[config.mk]
export PLATFORM = sky130hd
export DESIGN_NAME = tx_frame_scheduler
export DESIGN_NICKNAME = d
export VERILOG_FILES = /design/src/rtl/tx_frame_scheduler.sv
export SDC_FILE = /design/constraint.sdc
export NUM_CORES = 1
export LEC_CHECK = 0
export CAP_MARGIN = 20
export CORE_MARGIN = 2
export CORE_UTILIZATION = 39
export DETAILED_ROUTE_END_ITERATION = 12
export PLACE_DENSITY = 0.86
export SKIP_LAST_GASP = 1
export SLEW_MARGIN = 25
export SYNTH_ARGS = -nofsm -noshare
export SYNTH_HDL_FRONTEND = slang
export SYNTH_SLANG_ARGS = --single-unit
[constraint.sdc]
create_clock -name clk -period 1.7 [get_ports clk]
set_input_delay 0.17 -clock clk [delete_from_list [all_inputs] [get_ports clk]]
set_output_delay 0.17 -clock clk [all_outputs]
set_load 0.1 [all_outputs]
[src/rtl/tx_frame_scheduler.sv]
// Round-robin scheduler sharing one UART transmitter among N_CH capture channels.
// Each sample tick snapshots the fresh channels and sends them in rotating order, each with its own line config.
module tx_frame_scheduler #(
  parameter int unsigned N_CH    = 4,
  parameter int unsigned TIMEOUT = 16,
  parameter int unsigned IDX_W   = $clog2(N_CH)
) (
  input  logic                  clk,
  input  logic                  rst,
  input  logic                  sample_tick,
  input  logic [N_CH-1:0]       ch_valid,
  input  logic [8*N_CH-1:0]     ch_data,
  input  logic [6*N_CH-1:0]     ch_cfg,
  output logic [N_CH-1:0]       ch_ack,
  output logic [7:0]            tx_data,
  output logic [1:0]            tx_bd_sel,
  output logic [1:0]            tx_prty_sel,
  output logic                  tx_stop_sel,
  output logic                  tx_data_bit_sel,
  output logic                  tx_start,
  input  logic                  tx_busy,
  output logic [IDX_W-1:0]      tx_ch,
  output logic                  round_done,
  output logic                  overrun,
  output logic                  tx_err
);

  localparam int unsigned TMR_W = (TIMEOUT > 1) ? $clog2(TIMEOUT) : 1;
  localparam logic [IDX_W:0]   CNT_LAST = (IDX_W+1)'(N_CH - 1);
  localparam logic [TMR_W-1:0] TMR_LAST = TMR_W'(TIMEOUT - 1);

  typedef enum logic [2:0] {
    IDLE, SCAN, START, WAIT_BUSY, WAIT_DONE, NEXT, DONE
  } state_t;

  state_t            state;
  logic [N_CH-1:0]   pending;
  logic [IDX_W-1:0]  idx;
  logic [IDX_W:0]    cnt;
  logic [IDX_W-1:0]  rr_ptr;
  logic [TMR_W-1:0]  timer;

  logic [7:0]        data_arr [N_CH];
  logic [5:0]        cfg_arr  [N_CH];
  logic [IDX_W-1:0]  idx_inc;
  logic [IDX_W:0]    cnt_inc;
  logic              last_idx;

  // Flat channel buses viewed as per-channel arrays
  for (genvar i = 0; i < N_CH; i++) begin : g_unpack
    assign data_arr[i] = ch_data[8*i +: 8];
    assign cfg_arr[i]  = ch_cfg[6*i +: 6];
  end

  assign idx_inc  = IDX_W'(idx + 1'b1);
  assign cnt_inc  = (IDX_W+1)'(cnt + 1'b1);
  assign last_idx = (cnt == CNT_LAST);

  always_ff @(posedge clk) begin
    if (rst) begin
      state           <= IDLE;
      pending         <= '0;
      idx             <= '0;
      cnt             <= '0;
      rr_ptr          <= '0;
      timer           <= '0;
      ch_ack          <= '0;
      tx_data         <= '0;
      tx_bd_sel       <= '0;
      tx_prty_sel     <= '0;
      tx_stop_sel     <= 1'b0;
      tx_data_bit_sel <= 1'b0;
      tx_start        <= 1'b0;
      tx_ch           <= '0;
      round_done      <= 1'b0;
      overrun         <= 1'b0;
      tx_err          <= 1'b0;
    end else begin
      ch_ack     <= '0;
      tx_start   <= 1'b0;
      round_done <= 1'b0;

      // A tick outside IDLE (including DONE) is dropped but remembered
      if (sample_tick && (state != IDLE)) overrun <= 1'b1;

      case (state)
        IDLE: begin
          if (sample_tick) begin
            pending <= ch_valid;
            idx     <= rr_ptr;
            cnt     <= '0;
            state   <= SCAN;
          end
        end
        SCAN: begin
          if (pending[idx]) begin
            tx_data <= data_arr[idx];
            {tx_bd_sel, tx_prty_sel, tx_stop_sel, tx_data_bit_sel} <= cfg_arr[idx];
            tx_ch   <= idx;
            ch_ack  <= N_CH'(1'b1) << idx;
            state   <= START;
          end else begin
            // Empty slot skips straight on, costing one cycle
            idx   <= idx_inc;
            cnt   <= cnt_inc;
            state <= last_idx ? DONE : SCAN;
          end
        end
        START: begin
          tx_start <= 1'b1;
          timer    <= '0;
          state    <= WAIT_BUSY;
        end
        WAIT_BUSY: begin
          if (tx_busy) begin
            state <= WAIT_DONE;
          end else if (timer == TMR_LAST) begin
            tx_err <= 1'b1;
            state  <= NEXT;
          end else begin
            timer <= TMR_W'(timer + 1'b1);
          end
        end
        WAIT_DONE: begin
          if (!tx_busy) state <= NEXT;
        end
        NEXT: begin
          pending[idx] <= 1'b0;
          idx          <= idx_inc;
          cnt          <= cnt_inc;
          state        <= last_idx ? DONE : SCAN;
        end
        DONE: begin
          round_done <= 1'b1;
          rr_ptr     <= IDX_W'(rr_ptr + 1'b1);
          state      <= IDLE;
        end
        default: state <= IDLE;
      endcase
    end
  end

endmodule
==> run_results.csv, run 1 <==
group,metric,value,unit
outcome,result_of_the_run,"finished, final reports clean",
job,maxCapViolCount,0,
grt,global_route_congestion_overflow_total,0,
grt,via_count_of_the_first_global_routing_pass,2125,
setup_path,timing_worst_setup_path_type,"reg -> reg",
timing,setup_repair_after_global_routing_missed_its_margin,"true",
yosys,synth-edff-count,0,
die,core,5440,um^2
grt,grt_antenna_before_repair,0,
min_path,hold_path.startpoint,"ch_valid[2]",
min_path,hold_path.class,"in -> reg",
placed_design,place.port_buffers,87,
yosys,postSynth.topFlopCell,"sky130_fd_sc_hd__dfxtp_1",
clock_tree,clkTransAtPathRegs,0.08,ns
yosys,syn-num-nets,304,
min_path,min_to,"pending[2]$_SDFFE_PP0P_",
clock_tree,worst_skew_pair.late_latency,0.29,ns
yosys,synth_async_sr_flop_share,0,%
yosys,avgSynthCellArea,9.30,um^2
setup_path,critical_path.cell_chain,"mux4_2 > and2_4 > o311a_1 > nor3_2",
setup_path,crit_slowest_cell,"sky130_fd_sc_hd__mux4_2",
timing,hold_violations,0,
die,die_width,78.5,um
setup_path,cp.arrival,1.91,ns
layout,layout_common_cells,"sky130_fd_sc_hd__clkdlybuf4s50_1, sky130_fd_sc_hd__dfxtp_1, sky130_fd_sc_hd__nand2_1, sky130_fd_sc_hd__buf_4, sky130_fd_sc_hd__a21oi_1",
grt,groute.usage.overall,18.9,%
timing,setup_total_negative_slack,0,ns
setup_path,crit_path_max_fanout,5,
layout,mostFrequentLayoutCell,"sky130_fd_sc_hd__clkdlybuf4s50_1",
timing,setup_violations,0,
clock_tree,root_buffer,"sky130_fd_sc_hd__clkbuf_8",
setup_path,cp.required,1.93,ns
layout,number_of_nets_in_the_finished_design,394,
yosys,netlist-cell-type-count,41,
setup_path,worst-r2r-cell-count,4,
die,fp-row-count,27,
setup_path,r2r-end,"state[0]$_SDFFE_PP0P_",
route,postRouteWirelength,5760,um
timing,worst_slew_margin_rel,66.4,%
route,route.detailed.vias_per_inst,5.26,
clock_tree,clock-sinks,42,
route,drt_pre_antenna_iters,4,
route,drt_iter0_markers,130,
route,drc,0,
placed_design,place_congestion,0.833,
die,floorplan.initialDensity,39.8,%
pwr,p_per_area,800,nW/um^2
die,design.die.area,6170,um^2
timing,clock-skew-final,0.00444,ns
yosys,synthesis.yosys.warnings,0,
clock_tree,clockBufferDepth,2,
route,drt-wirelength-per-cell,14.5,um
yosys,netlist_instances,233,
setup_path,endpoint_kind,"flip-flop",
clock_tree,cts_post_setup_buffers_inserted,0,
route,via_count,2082,
placed_design,hpwlAfterDp,4340,um
setup_path,worst_setup_path_start_kind,"flip-flop",
setup_path,slowest_delay,0.59,ns
yosys,synth_area,2170,um^2
die,number_of_placed_i_o_pins,88,
yosys,seq_total_area_yosys,38.8,%
layout,antennaDiodeCount,0,
setup_path,crit-reg2reg-launch,"idx[0]$_SDFFE_PP0P_",
timing,tightest_slew,0.504,ns
timing,final.min_clock_period,1.68,ns
layout,layout-area-overhead-vs-synth,48.5,%
layout,stdcell_area,3220,um^2
setup_path,rrSetupSlack,0.02,ns
pwr,power.ir.vdd_worst,0.000421,V
clock_tree,cts-buffers-inserted,5,
min_path,worstHoldPathCells,3,
route,ant_nets,0,
layout,layout.core_utilization,59.1,%
clock_tree,cts.htree.levels,2,
grt,first_pass_grt_wire_length,9280,um
layout,layout-drive-gt1-share,21.0,%
placed_design,place_area,3100,um^2
timing,fmax,0.595,GHz
timing,post-route-period-util,98.8,%
timing,slew_viol_final,0,
pwr,power.leakage,1.21,nW
yosys,ys_seq_elements,42,
die,die_height,78.5,um
grt,largest_net_degree_at_the_start_of_global_routing,25,
clock_tree,cts_tree,"done",
[where the power goes]
part / total [mW] / internal [mW] / switching, mW / leakage, nW
clock network: 0.767 / 0.432 / 0.335 / 0.0579
registers: 1.06 / 1.02 / 0.0388 / 0.340
logic: 0.744 / 0.364 / 0.379 / 0.809
[flip-flops by register name, summed over array words and instances (netlist names)]
name,count
state,3
tx_bd_sel,2
tx_stop_sel,1
overrun,1
rr_ptr,2
ch_ack,4
cnt,3
tx_err,1
idx,2
tx_data,8
tx_ch,2
tx_data_bit_sel,1
tx_start,1
pending,4
tx_prty_sel,2
timer,4
round_done,1
[layer usage]
layer	wire, um	track usage, %	up-vias
met5	0	0	-
met4	57	5.44	0
met3	492	7.59	7
met2	2980	34.0	67
met1	2230	20.1	994
li1	-	-	1014
[cells by family after synthesis]
| kind of cell | share of synthesized area [%] |
|---|---|
| multiplexers | 17.4 |
| AND/OR/NAND/NOR | 19.6 |
| flip-flops | 38.8 |
| AO/OA/AOI/OAI | 14.3 |
| buffers and inverters | 5.03 |
| adder cells (fa/ha/maj) | 4.04 |
| XOR/XNOR | 0.809 |
[synth_stat cells (all sizes together), types with 2 or more instances]
cell	instances	share of area [%]
a211oi	2	0.69
a21oi	33	7.8
and2	2	0.69
and3	2	0.58
buf	10	2.4
clkbuf	7	1.2
dfxtp	42	39
ha	7	4.0
inv	8	1.4
mux2i	4	1.8
mux4	15	16
nand2	40	6.9
nand2b	3	0.87
nand3	4	1.2
nor2	11	1.9
nor2b	2	0.58
nor3	9	2.3
nor4	4	1.2
o21ai	10	2.3
or3	2	0.58
or3b	2	0.81
[layout make-up]
cell class / instances / area, um^2
clock inverter: 3 / 40.0
fill: 452 / 2220
timing repair buffer: 100 / 928
sequential: 42 / 841
inverter: 8 / 30.0
tap: 72 / 90.1
clock buffer: 5 / 68.8
multi-input combinational: 166 / 1220
[through the flow]
step / hold WS, ns / total power, mW / std cells / worst slack [ns]
floorplan: 0.310 / 1.54 / 233 / 0.0530
global placement: 0.443 / 1.80 / 388 / 0.102
detailed placement: 0.448 / 1.82 / 388 / 0.0494
CTS: 0.432 / 2.58 / 396 / 0.0181
global route: 0.430 / 2.69 / 396 / -0.0442
finish: 0.433 / 2.57 / 396 / 0.0205
[worst max-delay path by stage]
stage | from | to | slack (ns)
2_1_floorplan | idx[0]$_SDFFE_PP0P_ | tx_prty_sel[1]$_SDFFE_PP0P_ | 0.05
3_3_place_gp | tx_busy | timer[2]$_SDFFE_PP0P_ | 0.10
3_5_place_dp | idx[0]$_SDFFE_PP0P_ | pending[2]$_SDFFE_PP0P_ | 0.05
4_1_cts | idx[0]$_SDFFE_PP0P_ | pending[2]$_SDFFE_PP0P_ | 0.02
5_1_grt | state[2]$_SDFFE_PP0P_ | timer[2]$_SDFFE_PP0P_ | -0.04
6_report | idx[0]$_SDFFE_PP0P_ | state[0]$_SDFFE_PP0P_ | 0.02
[worst max-delay path: cells and delay by family (launching register included)]
kind / cells / cell delay (ns)
muxes: 1 / 0.59
DFF: 1 / 0.38
and+or+nand+nor: 2 / 0.35
AOI/OAI and AO/OA: 1 / 0.30
[repair_timing]
action                     CTS  global route
gates resized for setup      0             4
hold buffers                 0             0
setup endpoints to repair    0            16
No activity file was read; power rests on OpenSTA's default activity.
==> run 2: changes to the inputs <==
--- a/config.mk
+++ b/config.mk
@@ -10,6 +10,7 @@
 export CORE_UTILIZATION = 39
 export DETAILED_ROUTE_END_ITERATION = 12
 export PLACE_DENSITY = 0.86
+export RECOVER_POWER = 50
 export SKIP_LAST_GASP = 1
 export SLEW_MARGIN = 25
 export SYNTH_ARGS = -nofsm -noshare
==> run 2 against run 1 <==
Power fell by 0.49%. Maximum frequency is essentially flat. Critical path type unchanged. Wire length is 0.26% lower. Critical endpoint unchanged. Die area unchanged. Sequential power hardly changed. Combinational power down 2%.
==> run_results.csv, run 2 (synthesis gave the netlist of run 1 again) <==
group,metric,value,unit
timing,fmax,0.595,GHz
timing,hold_violations,0,
setup_path,worst-r2r-cell-count,4,
setup_path,critical_path.cell_chain,"mux4_2 > and2_4 > o311a_1 > nor3_2",
clock_tree,root_buffer,"sky130_fd_sc_hd__clkbuf_8",
clock_tree,hold_buffers,0,
layout,layout-area-overhead-vs-synth,45.3,%
route,via_count,2082,
pwr,power.leakage,1.19,nW
route,drt_pre_antenna_iters,4,
setup_path,rrSetupSlack,0.02,ns
route,drt-wirelength-per-cell,14.5,um
setup_path,cp.required,1.93,ns
timing,slew_viol_final,0,
layout,layout_common_cells,"sky130_fd_sc_hd__clkdlybuf4s50_1, sky130_fd_sc_hd__dfxtp_1, sky130_fd_sc_hd__nand2_1, sky130_fd_sc_hd__a21oi_1, sky130_fd_sc_hd__clkbuf_2",
route,route.detailed.vias_per_inst,5.26,
layout,layout.core_utilization,57.9,%
grt,largest_net_degree_at_the_start_of_global_routing,25,
pwr,p_per_area,814,nW/um^2
die,number_of_placed_i_o_pins,88,
die,floorplan.initialDensity,39.8,%
setup_path,endpoint_kind,"flip-flop",
timing,tightest_slew,0.555,ns
clock_tree,cts_tree,"done",
timing,final.min_clock_period,1.68,ns
grt,global_route_congestion_overflow_total,0,
grt,groute.usage.overall,18.9,%
grt,first_pass_grt_wire_length,9280,um
die,design.die.area,6170,um^2
clock_tree,clock-sinks,42,
setup_path,worst_setup_path_start_kind,"flip-flop",
route,drt_iter0_markers,136,
setup_path,crit_path_max_fanout,5,
clock_tree,clockBufferDepth,2,
route,ant_nets,0,
route,drc,0,
layout,layout.cells.non_filler,396,
clock_tree,clkTransAtPathRegs,0.08,ns
min_path,hold_path.startpoint,"ch_valid[2]",
route,postRouteWirelength,5740,um
setup_path,timing_worst_setup_path_type,"reg -> reg",
setup_path,slowest_delay,0.59,ns
outcome,result_of_the_run,"finished, final reports clean",
timing,worst_slew_margin_rel,63.2,%
timing,setup_repair_after_global_routing_missed_its_margin,"true",
setup_path,crit_slowest_cell,"sky130_fd_sc_hd__mux4_2",
job,maxCapViolCount,0,
min_path,worstHoldPathCells,3,
layout,layout-drive-gt1-share,21.0,%
timing,setup_violations,0,
setup_path,crit-reg2reg-launch,"idx[0]$_SDFFE_PP0P_",
pwr,power.ir.vdd_worst,0.000421,V
layout,antennaDiodeCount,0,
timing,clock-skew-final,0.00439,ns
placed_design,hpwlAfterDp,4340,um
die,die_height,78.5,um
layout,largest_register_ffs,8,
clock_tree,cts.htree.levels,2,
placed_design,place_area,3100,um^2
grt,grt_antenna_before_repair,0,
clock_tree,worst_skew_pair.late_latency,0.29,ns
pwr,p_total,2.56,mW
clock_tree,cts-buffers-inserted,5,
setup_path,worstSetupStartpoint,"idx[0]$_SDFFE_PP0P_",
grt,via_count_of_the_first_global_routing_pass,2125,
layout,number_of_nets_in_the_finished_design,394,
die,core,5440,um^2
die,die_width,78.5,um
die,fp-row-count,27,
layout,regMostFlops,"tx_data",
placed_design,post-place-cells,388,
layout,stdcell_area,3150,um^2
timing,post-route-period-util,98.8,%
min_path,hold_path.class,"in -> reg",
setup_path,cp.arrival,1.91,ns
placed_design,place.port_buffers,87,
layout,mostFrequentLayoutCell,"sky130_fd_sc_hd__clkdlybuf4s50_1",
placed_design,place_congestion,0.833,
-- run 2: changes by cell type in the layout (fill, tap and decap cells not counted) --
cell / delta
sky130_fd_sc_hd__buf_4: -22
sky130_fd_sc_hd__clkbuf_2: +23
sky130_fd_sc_hd__buf_12: -1
-- run 2: worst paths after layout --
kind                                           endpoint
worst max-delay path              state[0]$_SDFFE_PP0P_
worst min-delay path            pending[2]$_SDFFE_PP0P_
worst max register to register    state[0]$_SDFFE_PP0P_
worst min register to register  tx_data[1]$_SDFFE_PP0P_
-- run 2: timing repair --
item	4_1_cts	5_1_grt
setup buffers	0	0
resized for setup	0	4
endpoints found under the setup margin	0	16
-- run 2: stage by stage --
step	hold WS (ns)	worst slack, ns	setup TNS (ns)
floorplan	0.310	0.0530	0
global placement	0.443	0.102	0
detailed placement	0.448	0.0494	0
CTS	0.432	0.0181	0
global route	0.430	-0.0442	-0.217
finish	0.432	0.0203	0
-- run 2: critical path, delay by kind of cell, from the launching register on --
| family | cells | cell delay [ns] |
|---|---|---|
| mux | 1 | 0.59 |
| flops | 1 | 0.38 |
| simple gates | 2 | 0.35 |
| compound gates | 1 | 0.30 |
-- run 2: cell type report --
| type | count | area, um^2 |
|---|---|---|
| clock inverters | 3 | 40.0 |
| inverters | 8 | 30.0 |
| flip-flops and latches | 42 | 841 |
| well taps | 72 | 90.1 |
| multi-input cells | 166 | 1220 |
| clock buffers | 5 | 68.8 |
| fillers | 470 | 2290 |
| repair buffers | 100 | 858 |
-- run 2: report_power, final --
part / total (mW) / internal, mW / leakage, nW / switching [mW]
sequential: 1.06 / 1.02 / 0.340 / 0.0382
combinational: 0.732 / 0.353 / 0.788 / 0.379
clock: 0.767 / 0.432 / 0.0579 / 0.335
-- run 2: per-layer routing --
| metal | share of wire, % | global-route usage (%) | vias up |
|---|---|---|---|
| met3 | 8.8 | 7.59 | 7 |
| li1 | - | - | 1013 |
| met5 | 0 | 0 | - |
| met2 | 52 | 34.0 | 81 |
| met4 | 1.1 | 5.44 | 0 |
| met1 | 38 | 20.1 | 981 |
